[src/rtl/pong_pkg.sv]
// Shared VGA 640x480@60 timing constants, static object bounds and colours for the pong display.
package pong_pkg;

    localparam int unsigned CW      = 10;
    localparam int unsigned RGB_W   = 12;
    localparam int unsigned DIV_W   = 2;
    localparam int unsigned DIV_MAX = 3;

    localparam int unsigned H_DISP  = 640;
    localparam int unsigned H_FP    = 16;
    localparam int unsigned H_SYNC  = 96;
    localparam int unsigned H_BP    = 48;
    localparam int unsigned H_TOTAL = H_DISP + H_FP + H_SYNC + H_BP;
    localparam int unsigned H_SYNC_START = H_DISP + H_FP;
    localparam int unsigned H_SYNC_END   = H_SYNC_START + H_SYNC - 1;

    localparam int unsigned V_DISP  = 480;
    localparam int unsigned V_FP    = 10;
    localparam int unsigned V_SYNC  = 2;
    localparam int unsigned V_BP    = 33;
    localparam int unsigned V_TOTAL = V_DISP + V_FP + V_SYNC + V_BP;
    localparam int unsigned V_SYNC_START = V_DISP + V_FP;
    localparam int unsigned V_SYNC_END   = V_SYNC_START + V_SYNC - 1;

    localparam int unsigned WALL_X_L = 32;
    localparam int unsigned WALL_X_R = 35;

    localparam int unsigned PAD_X_L = 600;
    localparam int unsigned PAD_X_R = 603;
    localparam int unsigned PAD_Y_T = 204;
    localparam int unsigned PAD_Y_B = 276;

    localparam int unsigned BALL_X_L = 580;
    localparam int unsigned BALL_X_R = 588;
    localparam int unsigned BALL_Y_T = 238;
    localparam int unsigned BALL_Y_B = 246;

    typedef logic [RGB_W-1:0] rgb_t;

    localparam rgb_t BG_RGB   = 12'h000;
    localparam rgb_t WALL_RGB = 12'h070;
    localparam rgb_t PAD_RGB  = 12'h770;
    localparam rgb_t BALL_RGB = 12'hF0F;

    typedef struct packed {
        logic hsync;
        logic vsync;
        logic video_on;
    } sync_t;

    // Inclusive range test on a pixel coordinate.
    function automatic logic in_range(input logic [CW-1:0] v,
                                      input int unsigned lo,
                                      input int unsigned hi);
        return (v >= CW'(lo)) && (v <= CW'(hi));
    endfunction

endpackage

[src/rtl/vga_sync.sv]
// Pixel-tick divider, horizontal/vertical counters and combinational sync/video_on decode.
module vga_sync
    import pong_pkg::*;
(
    input  logic          clk,
    input  logic          rst,
    output logic [CW-1:0] pixel_x,
    output logic [CW-1:0] pixel_y,
    output sync_t         sync_c
);

    logic [DIV_W-1:0] div_q;
    logic [CW-1:0]    x_q;
    logic [CW-1:0]    y_q;
    logic [CW-1:0]    x_d;
    logic [CW-1:0]    y_d;
    logic             tick_c;

    assign tick_c  = (div_q == DIV_W'(DIV_MAX));
    assign pixel_x = x_q;
    assign pixel_y = y_q;

    // Counters advance once per tick; pixel_y moves only on the pixel_x wrap.
    always_comb begin
        x_d = x_q;
        y_d = y_q;
        if (tick_c) begin
            if (x_q == CW'(H_TOTAL - 1)) begin
                x_d = '0;
                y_d = (y_q == CW'(V_TOTAL - 1)) ? '0 : y_q + CW'(1);
            end else begin
                x_d = x_q + CW'(1);
            end
        end
    end

    always_ff @(posedge clk) begin
        if (!rst) begin
            div_q <= '0;
            x_q   <= '0;
            y_q   <= '0;
        end else begin
            div_q <= div_q + DIV_W'(1);
            x_q   <= x_d;
            y_q   <= y_d;
        end
    end

    always_comb begin
        sync_c          = '0;
        sync_c.hsync    = !in_range(x_q, H_SYNC_START, H_SYNC_END);
        sync_c.vsync    = !in_range(y_q, V_SYNC_START, V_SYNC_END);
        sync_c.video_on = (x_q < CW'(H_DISP)) && (y_q < CW'(V_DISP));
    end

endmodule

[src/rtl/pong_top.sv]
// Static pong screen: wall, paddle and optional ball (PONG_BALL_EN) over VGA 640x480 timing.
module pong_top
    import pong_pkg::*;
(
    input  logic             clk,
    input  logic             rst,
    output logic             hsync,
    output logic             vsync,
    output logic [RGB_W-1:0] rgb
);

    logic [CW-1:0] pixel_x;
    logic [CW-1:0] pixel_y;
    sync_t         sync_c;
    logic          wall_c;
    logic          pad_c;
    logic          ball_c;
    rgb_t          rgb_c;

    vga_sync u_sync (
        .clk     (clk),
        .rst     (rst),
        .pixel_x (pixel_x),
        .pixel_y (pixel_y),
        .sync_c  (sync_c)
    );

    assign wall_c = in_range(pixel_x, WALL_X_L, WALL_X_R);
    assign pad_c  = in_range(pixel_x, PAD_X_L, PAD_X_R) && in_range(pixel_y, PAD_Y_T, PAD_Y_B);

`ifdef PONG_BALL_EN
    assign ball_c = in_range(pixel_x, BALL_X_L, BALL_X_R) && in_range(pixel_y, BALL_Y_T, BALL_Y_B);
`else
    assign ball_c = 1'b0;
`endif

    // Object priority: wall over paddle over ball; blanked outside the display area.
    always_comb begin
        rgb_c = BG_RGB;
        if (sync_c.video_on) begin
            if (wall_c) begin
                rgb_c = WALL_RGB;
            end else if (pad_c) begin
                rgb_c = PAD_RGB;
            end else if (ball_c) begin
                rgb_c = BALL_RGB;
            end
        end
    end

    always_ff @(posedge clk) begin
        if (!rst) begin
            hsync <= 1'b1;
            vsync <= 1'b1;
            rgb   <= BG_RGB;
        end else begin
            hsync <= sync_c.hsync;
            vsync <= sync_c.vsync;
            rgb   <= rgb_c;
        end
    end

endmodule

[config.mk]
export PLATFORM = sky130hd
export DESIGN_NAME = pong_top
export DESIGN_NICKNAME = d
export VERILOG_FILES = /design/src/rtl/pong_pkg.sv /design/src/rtl/vga_sync.sv /design/src/rtl/pong_top.sv
export SDC_FILE = /design/constraint.sdc
export NUM_CORES = 1
export LEC_CHECK = 0
export BUFFER_PORTS_ARGS = -buffer_cell sky130_fd_sc_hd__buf_2
export CAP_MARGIN = 20
export CORE_MARGIN = 10
export CORE_UTILIZATION = 60
export DETAILED_ROUTE_END_ITERATION = 12
export GPL_TIMING_DRIVEN = 0
export PLACE_DENSITY = 0.93
export SLEW_MARGIN = 10
export SYNTH_ARGS = -nofsm -noshare
export SYNTH_HDL_FRONTEND = slang
export SYNTH_SLANG_ARGS = --single-unit
[constraint.sdc]
create_clock -name clk -period 3.2 [get_ports clk]
set_input_delay 0.64 -clock clk [delete_from_list [all_inputs] [get_ports clk]]
set_output_delay 0.64 -clock clk [all_outputs]
set_load 0.005 [all_outputs]
=== Word-level counts from Yosys, hierarchy flattened ===
Cells that the tools add are included.

* Register bits after elaboration: 35
* Input bits: 2
* Output and inout bits: 14
* Logic and storage cells: 43

* Add/subtract/negate cells: 3
* $lt $le $gt $ge: 12
* Equality and inequality tests: 3
* Muxes and demuxes: 4
* Bitwise operators: 2
* Reduce and logical (&&, ||, !) cells: 12

{| class="wikitable"
|+ Operators by type and width
! operator !! count
|-
| 10-bit by 1-bit adder with 10-bit output, second input constant || 2
|-
| 10-bit == test, second input constant || 2
|-
| 10-bit greater-or-equal comparator, second input constant || 2
|-
| 10-bit <= comparator, second input constant || 2
|-
| 10-bit by 9-bit <= comparator with 1-bit output, second input constant || 2
|-
| 10-bit 2-to-1 mux || 2
|-
| 11-bit 2-to-1 mux || 1
|-
| 10-bit by 6-bit greater-or-equal comparator with 1-bit output, second input constant || 1
|-
| 10-bit by 8-bit greater-or-equal comparator with 1-bit output, second input constant || 1
|-
| 10-bit by 9-bit greater-or-equal comparator with 1-bit output, second input constant || 1
|-
| 10-bit by 6-bit <= comparator with 1-bit output, second input constant || 1
|-
| 10-bit less-than comparator, second input constant || 1
|-
| 10-bit by 9-bit less-than comparator with 1-bit output, second input constant || 1
|-
| 1-bit logical AND || 7
|-
| 7-bit 2-to-1 mux || 1
|-
| 2-bit AND reduction || 2
|-
| 3-bit OR reduction || 1
|-
| 2-bit by 1-bit adder with 2-bit output, second input constant || 1
|-
| 2-bit == test, second input constant || 1
|-
| 1-bit zero test || 2
|-
| 1-bit inverter || 2
|}

=== Logic depth before layout (Yosys ltp) ===
Gate-level depths: netlist (run 1).

* Word-level depth: 5
* Depth in mapped cells: 7
* Depth with buffers taken out: 7

=== Hierarchy ===
A second synthesis (run 1) with hierarchy kept.

* Cell total of the unflattened synthesis: 163
* Area total of the unflattened synthesis: 1435.1 sq um

{| class="wikitable"
|+ By module, submodules not included
! module !! instances !! cells an instance !! area each (sq um) !! sequential area each (sq um)
|-
| vga_sync || 1 || 131 || 1151.1 || 440.4
|-
| pong_top || 1 || 32 || 284.0 || 80.1
|}

=== Least setup slack after synthesis (run 1) ===
OpenSTA, ideal clock, no wires.

* Path kind: register to register
* Start point: register u_sync.div_q[0]
* End point: register u_sync.y_q[9], in the netlist u_sync.pixel_y[9]
* Library setup time: 124 ps
* Arrival: 1496 ps
* Data required time: 3076 ps
* Path slack: 1580 ps
* Stages on the path, launching flop included: 8
* Path buffers: 1
* Clock period less this slack: 1620 ps
* Cell sequence: dfxtp_1 -> ha_1 -> and3_1 -> nand4_2 -> buf_6 -> nor4_4 -> xnor2_1 -> nor2_2

* Longest elaborated chain between the ends: 2

{| class="wikitable"
|+ Ends and longest elaborated chain
! item !! RTL line !! source
|-
| start, declared || vga_sync.sv:12 || <nowiki>logic [DIV_W-1:0] div_q;</nowiki>
|-
| start signal, assigned || vga_sync.sv:43 || <nowiki>div_q <= div_q + DIV_W'(1);</nowiki>
|-
| 2-bit == test || vga_sync.sv:19 || <nowiki>assign tick_c = (div_q == DIV_W'(DIV_MAX));</nowiki>
|-
| 2-bit AND reduction (no source line) || -- ||
|-
| end signal, assigned || vga_sync.sv:45 || <nowiki>y_q <= y_d;</nowiki>
|-
| end, declared || vga_sync.sv:14 || <nowiki>logic [CW-1:0] y_q;</nowiki>
|}

No other way between the ends.
A chain may end at the register's enable or synchronous reset.

=== Worst setup path after layout (run 1) ===
Same ends and word-level chain as after synthesis.

==> results.txt, run 1 <==
----------------------------------------------------
[Clock tree]
  Setup fix buffers added after clock tree synthesis ... 0
  Num CTS Buffers ... 3
  Clock slew at the register clock pins of the worst setup and hold paths ... 130 ps
  Maximum buffer depth of the clock tree ... 2
  Root buffer cell ... sky130_fd_sc_hd__clkbuf_4
  CTS H-Tree Depth ... 1
  Resize count post-CTS ... 0
  Number of buffers added to fix hold violations after cts ... 0
  TritonCTS clock tree ... done
  Number of clock sinks ... 26
  Clk Latency, worst-skew pair ... 330 ps

[Layout]
  Post-layout net count ... 184
  Design area ... 0.001504 sq mm
  Number of inserted filler cells in the final layout ... between 150 and 200
  Synthesis-to-layout area growth ... 8.386%
  Fraction of final layout cells with drive strength greater than 1 ... 19.43%
  Antenna Cells ... 0
  Most common library cell in the layout ignoring fill and taps ... sky130_fd_sc_hd__dfxtp_1
  Most frequent cells in the layout ... 26 x sky130_fd_sc_hd__dfxtp_1, 21 x sky130_fd_sc_hd__nor2_1, 13 x sky130_fd_sc_hd__nand2_1, 12 x sky130_fd_sc_hd__xnor2_1

[Floorplan]
  Die footprint ... about 0.0046 sq mm
  Die span in y ... roughly 68 um
  Die X-Extent ... 68.09 um
  Cell Rows ... 17
  Area inside the core boundary ... 0.002212 sq mm
  Starting density of the core ... 62.73%
  Top-level port count ... 16

[GRT]
  Gr usage total ... 11.65%
  Busiest metal layer after global routing ... met2
  Largest net degree at the start of global routing ... 14
  GRT met2 Usage ... 20.47%
  Wire length of the first global-routing pass ... 4312 um
  Number of global-route vias before repair ... around 1.1k
  Grt met1 use ... about 13%
  GR met3 Demand/Resource ... 2.121%
  Antenna violations before repair ... 0
  Overall overflow remaining after global route ... 0

[Place]
  Final Wtd Congestion ... 0.9162
  Half-perimeter wire length of the detailed placement result ... 1973 um
  Port buffer count ... 8
  Area of placed instances ... 0.001481 sq mm

[Power and ir drop]
  Pwr/cell area ... roughly 330 mW/mm^2
  Net switching component of the power ... 0.0001088 W
  Flop pwr share ... 67.1%
  Net switching fraction of the power ... 22.20%
  Clock share of power ... 28.6%
  Worst voltage drop across the vdd grid ... roughly 270 uV
  Internal ... 0.0003813 W
  Relative contribution of combinational cells to total power ... 4.3%
  Leakage power of the design ... between 0.5 and 0.6 nW

[Run]
  Number of max-cap violations ... 0

[Route]
  Vias after detailed routing ... about 1.1k
  DRC violation total after the first TritonRoute iteration ... 45
  Post-detailed-route wirelength per cell ... 12.53 um
  Number of nets with antenna violations after routing ... 0
  Via count normalized by instance count ... 5.345
  Total wirelength of the detailed-routed design ... about 2500 um
  DR pass1 iterations ... 4
  DRC viols ... 0

[Synth]
  Avg Inst Size Synth ... ~8.7 sq um
  Fraction of synthesis flops using an asynchronous set or reset pin ... 0%
  Synth Cell Area ... 0.001388 sq mm
  EDFF count, synth ... 0
  Yosys warning total ... 0
  Yosys reg bits ... 26
  Share of synthesized area occupied by flip-flops and latches ... 37.51%
  Post-synthesis instance total ... approximately 160
  Count of cell types in the netlist ... 39
  Top FF cell, synth ... sky130_fd_sc_hd__dfxtp_1

[Timing]
  Count of final setup violators ... 0
  Unrepaired setup endpoints after global routing ... no
  Setup Skew ... a little over 10 ps
  Shortest clock period the worst path allows after layout ... 1826 ps
  Fin crit share ... 57.08%
  Achievable frequency ... between 500 and 600 MHz
  Slew Limit Fails ... 0
  Hold violation count in the final report ... 0
  Total negative slack ... 0 ps

[Setup path]
  Crit-path slowest cell ... sky130_fd_sc_hd__dfxtp_1
  CP cell instances ... ha_1, and3_1, nand4_2, buf_6, nor4_4, xnor2_1, nor2_2
  Highest net fanout along the worst path ... 10
  CP Capture Type ... register
  Arrival time of the worst setup path ... 2050 ps
  Crit Path Category ... register to register
  Delay of the slowest cell on the worst path ... 360 ps
  Worst R2R Setup Slack ... 1370 ps
  Critical path launch point type ... register
  Largest delay share family, worst path ... simple AND/OR/NAND/NOR gates
  Required arrival time at the worst endpoint ... ~3400 ps
  Crit path buf inv count ... 1

[Min path]
  Path type of the worst min-delay path ... register to register

[Run status]
  Outcome ... finished, final reports clean

----------------------------------------------------
[area by class of cell]
cell class | count | area, sq um | area share, %
multi-input combinational | 116 | 748.2 | 49.75
buffer | 16 | 115.1 | 7.654
timing repair buffer | 8 | 40.04 | 2.662
tap | 28 | 35.03 | 2.329
clock buffer | 3 | 22.52 | 1.498
sequential | 26 | 520.5 | 34.61
inverter | 6 | 22.52 | 1.498
[state kept, by name, indices dropped and copies added, names as in the netlist]
signal	cells
u_sync.pixel_x	10
vsync	1
u_sync.div_q	2
hsync	1
u_sync.pixel_y	10
rgb	2
[cells by family after synthesis]
group / count (synthesis) / synth area share (%)
XOR/XNOR: 17 / 10.73
buffers and inverters: 22 / 9.919
multiplexers: 2 / 1.443
flip-flops: 26 / 37.51
adder cells (fa/ha/maj): 5 / 4.509
AND/OR/NAND/NOR: 78 / 31.65
other: 1 / 0.2703
AO/OA/AOI/OAI: 8 / 3.968
[metal layers]
metal	vias up	wire length, um	part of all wire (%)
met5	-	0	0
met4	0	49	1.9
met3	5	131	5.1
met2	20	1314	52
met1	508	1048	41
li1	552	-	-
[per-stage QoR]
stage | hold WS [ps] | utilization (%) | cells | worst slack [ps] | power (W)
finish | 435.9 | 67.99 | 203 | 1374 | 0.0004902
global route | 458.1 | 67.99 | 203 | 1231 | 0.0005072
CTS | 444.5 | 67.99 | 203 | 1377 | 0.0004902
detailed placement | 425.1 | 66.97 | 200 | 1397 | 0.0003568
global placement | 408.1 | 66.97 | 200 | 1460 | 0.0003557
floorplan | 398.4 | - | 164 | 1580 | 0.0003536
[synthesized netlist by cell type (3+ instances only)]
master | instances | area (sq um)
sky130_fd_sc_hd__ha_1 | 5 | 62.56
sky130_fd_sc_hd__nand4_1 | 3 | 18.77
sky130_fd_sc_hd__buf_4 | 10 | 75.07
sky130_fd_sc_hd__nand2_1 | 13 | 48.80
sky130_fd_sc_hd__nor2b_1 | 6 | 37.54
sky130_fd_sc_hd__nor3_1 | 5 | 25.02
sky130_fd_sc_hd__xnor2_1 | 12 | 105.1
sky130_fd_sc_hd__inv_1 | 6 | 22.52
sky130_fd_sc_hd__and2_1 | 4 | 25.02
sky130_fd_sc_hd__nor4_1 | 4 | 25.02
sky130_fd_sc_hd__xor2_1 | 5 | 43.79
sky130_fd_sc_hd__nand3_1 | 8 | 40.04
sky130_fd_sc_hd__dfxtp_1 | 26 | 520.5
sky130_fd_sc_hd__nor2_1 | 21 | 78.83
[worst paths after layout]
kind,startpoint,endpoint,cells past startpoint
worst min-delay path,u_sync.div_q[0]$_SDFF_PN0_,u_sync.div_q[0]$_SDFF_PN0_,1
worst min register to register,u_sync.div_q[0]$_SDFF_PN0_,u_sync.div_q[0]$_SDFF_PN0_,1
worst max-delay path,u_sync.div_q[0]$_SDFF_PN0_,u_sync.pixel_y[9]$_SDFFE_PN0P_,7
worst max register to register,u_sync.div_q[0]$_SDFF_PN0_,u_sync.pixel_y[9]$_SDFFE_PN0P_,7
[power groups by stage]
| stage | logic (W) | registers (W) | clock network (W) |
|---|---|---|---|
| floorplan | 0.0000180 | 0.000336 | 0 |
| global placement | 0.0000200 | 0.000336 | 0 |
| detailed placement | 0.0000208 | 0.000336 | 0 |
| CTS | 0.0000209 | 0.000329 | 0.000140 |
| global route | 0.0000243 | 0.000329 | 0.000153 |
| finish | 0.0000212 | 0.000329 | 0.000140 |
Power figures use the tool's default switching activity.
==> run 2, diff against run 1 <==
Settings changed: CORE_UTILIZATION 60 to 51, PLACE_DENSITY 0.93 to 0.85.
Clock period 3.2 ns to 1.5 ns, I/O delays scaled along.
==> results.txt, run 2 (synthesized netlist as in run 1, its figures left out) <==
----------------------------------------------------
[Run status]
  Outcome ... finished with violations (was finished, final reports clean)
  Failing checks ... negative setup slack

[Setup path]
  R2R cell count ... 7 (unchanged)
  CP Capture Type ... register (unchanged)
  Critical path launch point type ... register (unchanged)
  Crit Path Category ... register to register (unchanged)
  Stages on the worst setup path ... 7 (unchanged)
  Startpoint of the worst setup timing path ... u_sync.pixel_x[0]$_SDFFE_PN0N_ (was u_sync.div_q[0]$_SDFF_PN0_)
  Delay of the slowest cell on the worst path ... 360 ps (about the same)
  Arrival time of the worst setup path ... 1780 ps (was 2050 ps)
  Worst reg2reg path startpoint ... u_sync.pixel_x[0]$_SDFFE_PN0N_ (was u_sync.div_q[0]$_SDFF_PN0_)
  Worst R2R Setup Slack ... -50 ps (was 1370 ps)
  Library cell appearing most often on the critical path ... sky130_fd_sc_hd__buf_6
  Critical Path Sink ... u_sync.pixel_y[6]$_SDFFE_PN0P_ (was u_sync.pixel_y[9]$_SDFFE_PN0P_)
  Largest delay share family, worst path ... simple AND/OR/NAND/NOR gates (unchanged)
  Crit-path slowest cell ... sky130_fd_sc_hd__dfxtp_2 (was sky130_fd_sc_hd__dfxtp_1)
  Crit Reg-Reg Endpoint ... u_sync.pixel_y[6]$_SDFFE_PN0P_ (was u_sync.pixel_y[9]$_SDFFE_PN0P_)
  Crit path buf inv count ... 2 (was 1)
  Required arrival time at the worst endpoint ... 1730 ps (was 3420 ps)
  Highest net fanout along the worst path ... 8 (was 10)
  CP cell instances ... ha_2, and3_4, nand4_4, buf_6, buf_6, o21ai_4, nor2_1 (was ha_1, and3_1, nand4_2, buf_6, nor4_4, xnor2_1, nor2_2)

[Layout]
  Fraction of final layout cells with drive strength greater than 1 ... 43.41% (was 19.43%)
  Antenna Cells ... 0 (unchanged)
  Most common library cell in the layout ignoring fill and taps ... sky130_fd_sc_hd__buf_4 (was sky130_fd_sc_hd__dfxtp_1)
  Post-layout net count ... 191 (was 184)
  Most frequent cells in the layout ... 19 x sky130_fd_sc_hd__buf_4, 18 x sky130_fd_sc_hd__nor2_1, 13 x sky130_fd_sc_hd__nand2_1, 12 x sky130_fd_sc_hd__xnor2_1, 11 x sky130_fd_sc_hd__dfxtp_1 (was 26 x sky130_fd_sc_hd__dfxtp_1, 21 x sky130_fd_sc_hd__nor2_1, 13 x sky130_fd_sc_hd__nand2_1, 12 x sky130_fd_sc_hd__xnor2_1)
  Synthesis-to-layout area growth ... 26.78% (was 8.386%)

[Route]
  DRC violation total after the first TritonRoute iteration ... 112 (was 45)
  DRC viols ... 0 (unchanged)
  Via count normalized by instance count ... 5.382 (was 5.345)
  Post-detailed-route wirelength per cell ... 15.01 um (was 12.53 um)
  DR pass1 iterations ... 4 (unchanged)
  Total wirelength of the detailed-routed design ... 3182 um (was 2544 um)
  Vias after detailed routing ... 1,141 (was 1,085)
  Number of nets with antenna violations after routing ... 0 (unchanged)

[Clock tree]
  Number of buffers added to fix hold violations after cts ... 0 (unchanged)
  Num CTS Buffers ... 3 (unchanged)
  Clk Latency, worst-skew pair ... 320 ps (was 330 ps)
  TritonCTS clock tree ... done (unchanged)
  Root buffer cell ... sky130_fd_sc_hd__clkbuf_4 (unchanged)
  Clock slew at the register clock pins of the worst setup and hold paths ... 140 ps (was 130 ps)
  CTS H-Tree Depth ... 1 (unchanged)
  Number of clock sinks ... 26 (unchanged)
  Maximum buffer depth of the clock tree ... 2 (unchanged)

[Floorplan]
  Die X-Extent ... 72.16 um (was 68.09 um)
  Starting density of the core ... 54.52% (was 62.73%)
  Area inside the core boundary ... 0.002545 sq mm (was 0.002212 sq mm)
  Die span in y ... 72.16 um (was 68.09 um)
  Die footprint ... 0.005207 sq mm (was 0.004636 sq mm)
  Cell Rows ... 18 (was 17)
  Top-level port count ... 16 (unchanged)

[GRT]
  Wire length of the first global-routing pass ... 5133 um (was 4312 um)
  Gr usage total ... 12.05% (was 11.65%)
  Number of global-route vias before repair ... 1,132 (was 1,070)
  Overall overflow remaining after global route ... 0 (unchanged)
  Antenna violations before repair ... 0 (unchanged)
  Largest net degree at the start of global routing ... 14 (unchanged)

[Timing]
  Shortest clock period the worst path allows after layout ... 1551 ps (was 1826 ps)
  Fin Hold WS ... 314.3 ps (was 435.9 ps)
  Slew Limit Fails ... 0 (unchanged)
  Hold violation count in the final report ... 0 (unchanged)
  Fin crit share ... 103.4% (was 57.08%)
  Total negative slack ... -296.5 ps (was 0 ps)
  Achievable frequency ... 644.8 MHz (was 547.5 MHz)
  Setup Skew ... 2.606 ps (was 10.11 ps)
  Count of final setup violators ... 8 (was 0)
  Minimum setup slack in the final design ... -50.84 ps (was 1374 ps)
  Unrepaired setup endpoints after global routing ... yes (was no)

[Place]
  Port buffer count ... 8 (unchanged)
  Worst slack at placement ... -161.0 ps (was 1397 ps)
  Final Wtd Congestion ... 0.9051 (was 0.9162)
  Half-perimeter wire length of the detailed placement result ... 2050 um (was 1973 um)

[Power and ir drop]
  Worst voltage drop across the vdd grid ... 387.7 uV (was 269.2 uV)
  Leakage power of the design ... 0.7170 nW (was 0.5876 nW)
  Pwr/cell area ... 600.6 mW/mm^2 (was 325.9 mW/mm^2)

[Min path]
  Path type of the worst min-delay path ... primary input to register (was register to register)

[Run]
  Number of max-cap violations ... 0 (unchanged)

----------------------------------------------------
==> run 2: cell types whose count changed in the layout (fill, tap and decap cells not counted), sizes merged <==
| cell | previous run | this run |
|---|---|---|
| clkbuf | 5 | 3 |
| buf | 22 | 31 |
==> run 2: layer usage <==
layer | track usage, % | routed length, um | vias up
li1 | - | - | 559
met1 | 12.72 | 1345 | 542
met2 | 21.67 | 1617 | 36
met3 | 3.129 | 184 | 4
met4 | 5.591 | 34 | 0
met5 | 0 | 0 | -
==> run 2: final cells by class <==
cell class              count  area [sq um]
repair buffers             19         130.1
plain buffers              12         91.34
inverters                   6         25.02
multi-input cells         116         900.9
flip-flops and latches     26         551.8
fillers                   178         785.8
clock buffers               3         22.52
well taps                  30         37.54
==> run 2: per-stage QoR <==
step	cells	utilization [%]	power (W)	instance area (sq um)
2_1_floorplan	164	-	0.0007593	1441
3_3_place_gp	202	59.69	0.0007640	1519
3_5_place_dp	202	59.69	0.0007678	1519
4_1_cts	208	65.54	0.001053	1668
5_1_grt	212	69.12	0.001085	1759
6_report	212	69.12	0.001057	1759
==> run 2: how the worst min path moves through the flow <==
stage	start	endpoint	slack, ps	cells after the start
detailed placement	u_sync.div_q[0]$_SDFF_PN0_	u_sync.div_q[0]$_SDFF_PN0_	460	1
global route	rst	u_sync.pixel_x[1]$_SDFFE_PN0N_	330	2
finish	rst	u_sync.pixel_x[1]$_SDFFE_PN0N_	310	2
floorplan	u_sync.div_q[0]$_SDFF_PN0_	u_sync.div_q[0]$_SDFF_PN0_	440	1
global placement	u_sync.div_q[0]$_SDFF_PN0_	u_sync.div_q[0]$_SDFF_PN0_	450	1
CTS	rst	u_sync.div_q[0]$_SDFF_PN0_	320	2
==> run 2: timing repair <==
item / 4_1_cts / 5_1_grt
buffers inserted: 6 / 4
setup endpoints to repair: 17 / 21
pin swaps: 20 / 10
gates cloned: 1 / 0
resized for setup: 27 / 21
==> run 2: report_power, final <==
| part | internal (W) | switching [W] | total (W) |
|---|---|---|---|
| combinational | 0.0000283 | 0.0000283 | 0.0000565 |
| sequential | 0.000690 | 0.00000528 | 0.000695 |
| clock | 0.0000944 | 0.000211 | 0.000305 |
| total | 0.000812 | 0.000244 | 0.00106 |
==> run 3, diff against run 2 <==
Settings changed: GPL_TIMING_DRIVEN 0 to 1.
==> results.txt, run 3 (synthesized netlist as in run 1, its figures left out) <==
----------------------------------------------------
[Layout]
  Sequential cell area in the final layout ... 533.0 sq um (was 551.8 sq um)
  Most frequent cells in the layout ... 22 x sky130_fd_sc_hd__buf_4, 16 x sky130_fd_sc_hd__dfxtp_1, 13 x sky130_fd_sc_hd__nor2_1, 11 x sky130_fd_sc_hd__xnor2_1 (was 19 x sky130_fd_sc_hd__buf_4, 18 x sky130_fd_sc_hd__nor2_1, 13 x sky130_fd_sc_hd__nand2_1, 12 x sky130_fd_sc_hd__xnor2_1, 11 x sky130_fd_sc_hd__dfxtp_1)
  Synthesis-to-layout area growth ... 30.12% (was 26.78%)
  Most common library cell in the layout ignoring fill and taps ... sky130_fd_sc_hd__buf_4 (unchanged)
  Number of inserted filler cells in the final layout ... 188 (was 178)
  Antenna Cells ... 0 (unchanged)
  Multi-input combinational cell area ... 920.9 sq um (was 900.9 sq um)
  Fraction of final layout cells with drive strength greater than 1 ... 44.39% (was 43.41%)
  Number of non-filler instances in the completed layout ... 217 (was 212)
  Post-layout net count ... 195 (was 191)

[Place]
  Half-perimeter wire length of the detailed placement result ... 2268 um (was 2050 um)
  Port buffer count ... 9 (was 8)
  Worst slack at placement ... -92.54 ps (was -161.0 ps)
  Number of cells after detailed placement ... 210 (was 202)
  Final Wtd Congestion ... 0.9131 (was 0.9051)

[Timing]
  Fin crit share ... 105.4% (was 103.4%)
  Minimum setup slack in the final design ... -80.35 ps (was -50.84 ps)
  Count of final setup violators ... 10 (was 8)
  Fin Hold WS ... 389.0 ps (was 314.3 ps)
  Achievable frequency ... 632.8 MHz (was 644.8 MHz)
  Total negative slack ... -649.7 ps (was -296.5 ps)
  Setup Skew ... 1.141 ps (was 2.606 ps)
  Hold violation count in the final report ... 0 (unchanged)
  Slew Limit Fails ... 0 (unchanged)
  Shortest clock period the worst path allows after layout ... 1580 ps (was 1551 ps)
  Unrepaired setup endpoints after global routing ... yes (unchanged)

[Power and ir drop]
  Leakage power of the design ... 0.7373 nW (was 0.7170 nW)
  Pwr/cell area ... 615.1 mW/mm^2 (was 600.6 mW/mm^2)
  Worst voltage drop across the vdd grid ... 604.8 uV (was 387.7 uV)

[Setup path]
  Largest delay share family, worst path ... simple AND/OR/NAND/NOR gates (unchanged)
  Crit path buf inv count ... 2 (unchanged)
  Required arrival time at the worst endpoint ... 1720 ps (was 1730 ps)
  Worst reg2reg path startpoint ... u_sync.pixel_y[1]$_SDFFE_PN0P_ (was u_sync.pixel_x[0]$_SDFFE_PN0N_)
  Highest net fanout along the worst path ... 2 (was 8)
  Worst R2R Setup Slack ... -80 ps (was -50 ps)
  Arrival time of the worst setup path ... 1800 ps (was 1780 ps)
  CP cell instances ... inv_1, ha_1, nand2_2, nor4_4, buf_4, a21oi_2, mux2i_1, nor2b_1 (was ha_2, and3_4, nand4_4, buf_6, buf_6, o21ai_4, nor2_1)
  CP Capture Type ... register (unchanged)
  Delay of the slowest cell on the worst path ... 340 ps (was 360 ps)
  Critical path launch point type ... register (unchanged)
  R2R cell count ... 8 (was 7)
  Crit Reg-Reg Endpoint ... u_sync.pixel_y[0]$_SDFFE_PN0P_ (was u_sync.pixel_y[6]$_SDFFE_PN0P_)
  Crit-path slowest cell ... sky130_fd_sc_hd__dfxtp_2 (unchanged)
  Crit Path Category ... register to register (unchanged)

[Floorplan]
  Die footprint ... 0.005207 sq mm (unchanged)
  Starting density of the core ... 54.52% (unchanged)
  Area inside the core boundary ... 0.002545 sq mm (unchanged)
  Die X-Extent ... 72.16 um (unchanged)
  Die span in y ... 72.16 um (unchanged)
  Cell Rows ... 18 (unchanged)
  Top-level port count ... 16 (unchanged)

[Route]
  DRC viols ... 0 (unchanged)
  Number of nets with antenna violations after routing ... 0 (unchanged)
  Via count normalized by instance count ... 5.341 (was 5.382)
  DR pass1 iterations ... 4 (unchanged)
  Post-detailed-route wirelength per cell ... 15.51 um (was 15.01 um)
  DRC violation total after the first TritonRoute iteration ... 86 (was 112)
  Vias after detailed routing ... 1,159 (was 1,141)
  Total wirelength of the detailed-routed design ... 3365 um (was 3182 um)

[GRT]
  Largest net degree at the start of global routing ... 15 (was 14)
  Antenna violations before repair ... 0 (unchanged)
  Number of global-route vias before repair ... 1,186 (was 1,132)
  Overall overflow remaining after global route ... 0 (unchanged)
  Gr usage total ... 12.32% (was 12.05%)
  Wire length of the first global-routing pass ... 5361 um (was 5133 um)

[Clock tree]
  CTS H-Tree Depth ... 1 (unchanged)
  Root buffer cell ... sky130_fd_sc_hd__clkbuf_4 (unchanged)
  TritonCTS clock tree ... done (unchanged)
  Clk Latency, worst-skew pair ... 310 ps (was 320 ps)
  Maximum buffer depth of the clock tree ... 2 (unchanged)
  Clock slew at the register clock pins of the worst setup and hold paths ... 140 ps (about the same)
  Number of clock sinks ... 26 (unchanged)
  Num CTS Buffers ... 3 (unchanged)

[Min path]
  End point of the most critical hold path ... u_sync.div_q[1]$_SDFF_PN0_ (was u_sync.pixel_x[1]$_SDFFE_PN0N_)
  Path type of the worst min-delay path ... primary input to register (unchanged)
  Startpoint of the tightest hold check path ... rst (unchanged)
  Number of cells traversed by the worst hold path ... 3 (was 2)

[Run]
  Number of max-cap violations ... 0 (unchanged)

[Run status]
  Outcome ... finished with violations (unchanged)
  Failing checks ... negative setup slack (unchanged)

----------------------------------------------------
[run 3: changes by cell type in the layout (fill, tap and decap cells not counted), moves of 3 or more]
| cell | delta |
|---|---|
| sky130_fd_sc_hd__dfxtp_1 | +5 |
| sky130_fd_sc_hd__nor2_1 | -5 |
| sky130_fd_sc_hd__nor2_2 | +5 |
| sky130_fd_sc_hd__nand2_2 | +3 |
| sky130_fd_sc_hd__buf_4 | +3 |
| sky130_fd_sc_hd__dfxtp_4 | -5 |
| sky130_fd_sc_hd__nand2_1 | -3 |
[run 3: area by class of cell]
class	count	share of cell area [%]
Clock buffer	4	2.010
Sequential cell	26	29.52
Timing Repair Buffer	35	14.14
Tap cell	30	2.079
Multi-Input combinational cell	116	51.00
Inverter	6	1.247
[run 3: timing repair]
| item | CTS | global route |
|---|---|---|
| pin swaps | 7 | 6 |
| setup buffers | 0 | 3 |
| hold buffers | 0 | 0 |
| gates resized for setup | 21 | 21 |
| endpoints found under the setup margin | 19 | 14 |
[run 3: tightest hold or removal path, cell delays in order]
cell and delay [ps]:
sky130_fd_sc_hd__buf_2 90, sky130_fd_sc_hd__buf_4 160, sky130_fd_sc_hd__and2_1 130
[run 3: through the flow]
step | util [%] | power, W | cell area [sq um]
2_1_floorplan | - | 0.0007593 | 1441
3_3_place_gp | 61.90 | 0.0007629 | 1575
3_5_place_dp | 61.90 | 0.0007651 | 1575
4_1_cts | 67.31 | 0.001114 | 1713
5_1_grt | 70.94 | 0.001148 | 1805
6_report | 70.94 | 0.001111 | 1805
[run 3: worst max path at each step]
stage                                         from                             end  slack (ps)  cells past startpoint
global placement    u_sync.pixel_x[1]$_SDFFE_PN0N_  u_sync.pixel_y[7]$_SDFFE_PN0P_         -40                      6
detailed placement  u_sync.pixel_x[5]$_SDFFE_PN0N_  u_sync.pixel_y[7]$_SDFFE_PN0P_         -90                      5
finish              u_sync.pixel_y[1]$_SDFFE_PN0P_  u_sync.pixel_y[0]$_SDFFE_PN0P_         -80                      8
CTS                 u_sync.pixel_x[6]$_SDFFE_PN0N_  u_sync.pixel_y[9]$_SDFFE_PN0P_         -30                      6
floorplan           u_sync.pixel_x[5]$_SDFFE_PN0N_  u_sync.pixel_y[7]$_SDFFE_PN0P_           8                      6
global route        u_sync.pixel_y[1]$_SDFFE_PN0P_  u_sync.pixel_y[0]$_SDFFE_PN0P_        -160                      8
[run 3: power breakdown]
part           switching [W]  internal, W  leakage (nW)
combinational      0.0000283    0.0000247         0.502
sequential        0.00000509     0.000699         0.215
clock               0.000206     0.000148        0.0210
[run 3: per-layer routing]
metal | vias up | track usage, % | wire length, um | part of all wire, %
met5 | - | 0 | 0 | 0
met4 | 0 | 3.656 | 76 | 2.3
met3 | 8 | 2.993 | 199 | 5.9
met2 | 35 | 22.64 | 1734 | 52
met1 | 549 | 13.49 | 1355 | 40
li1 | 567 | - | - | -
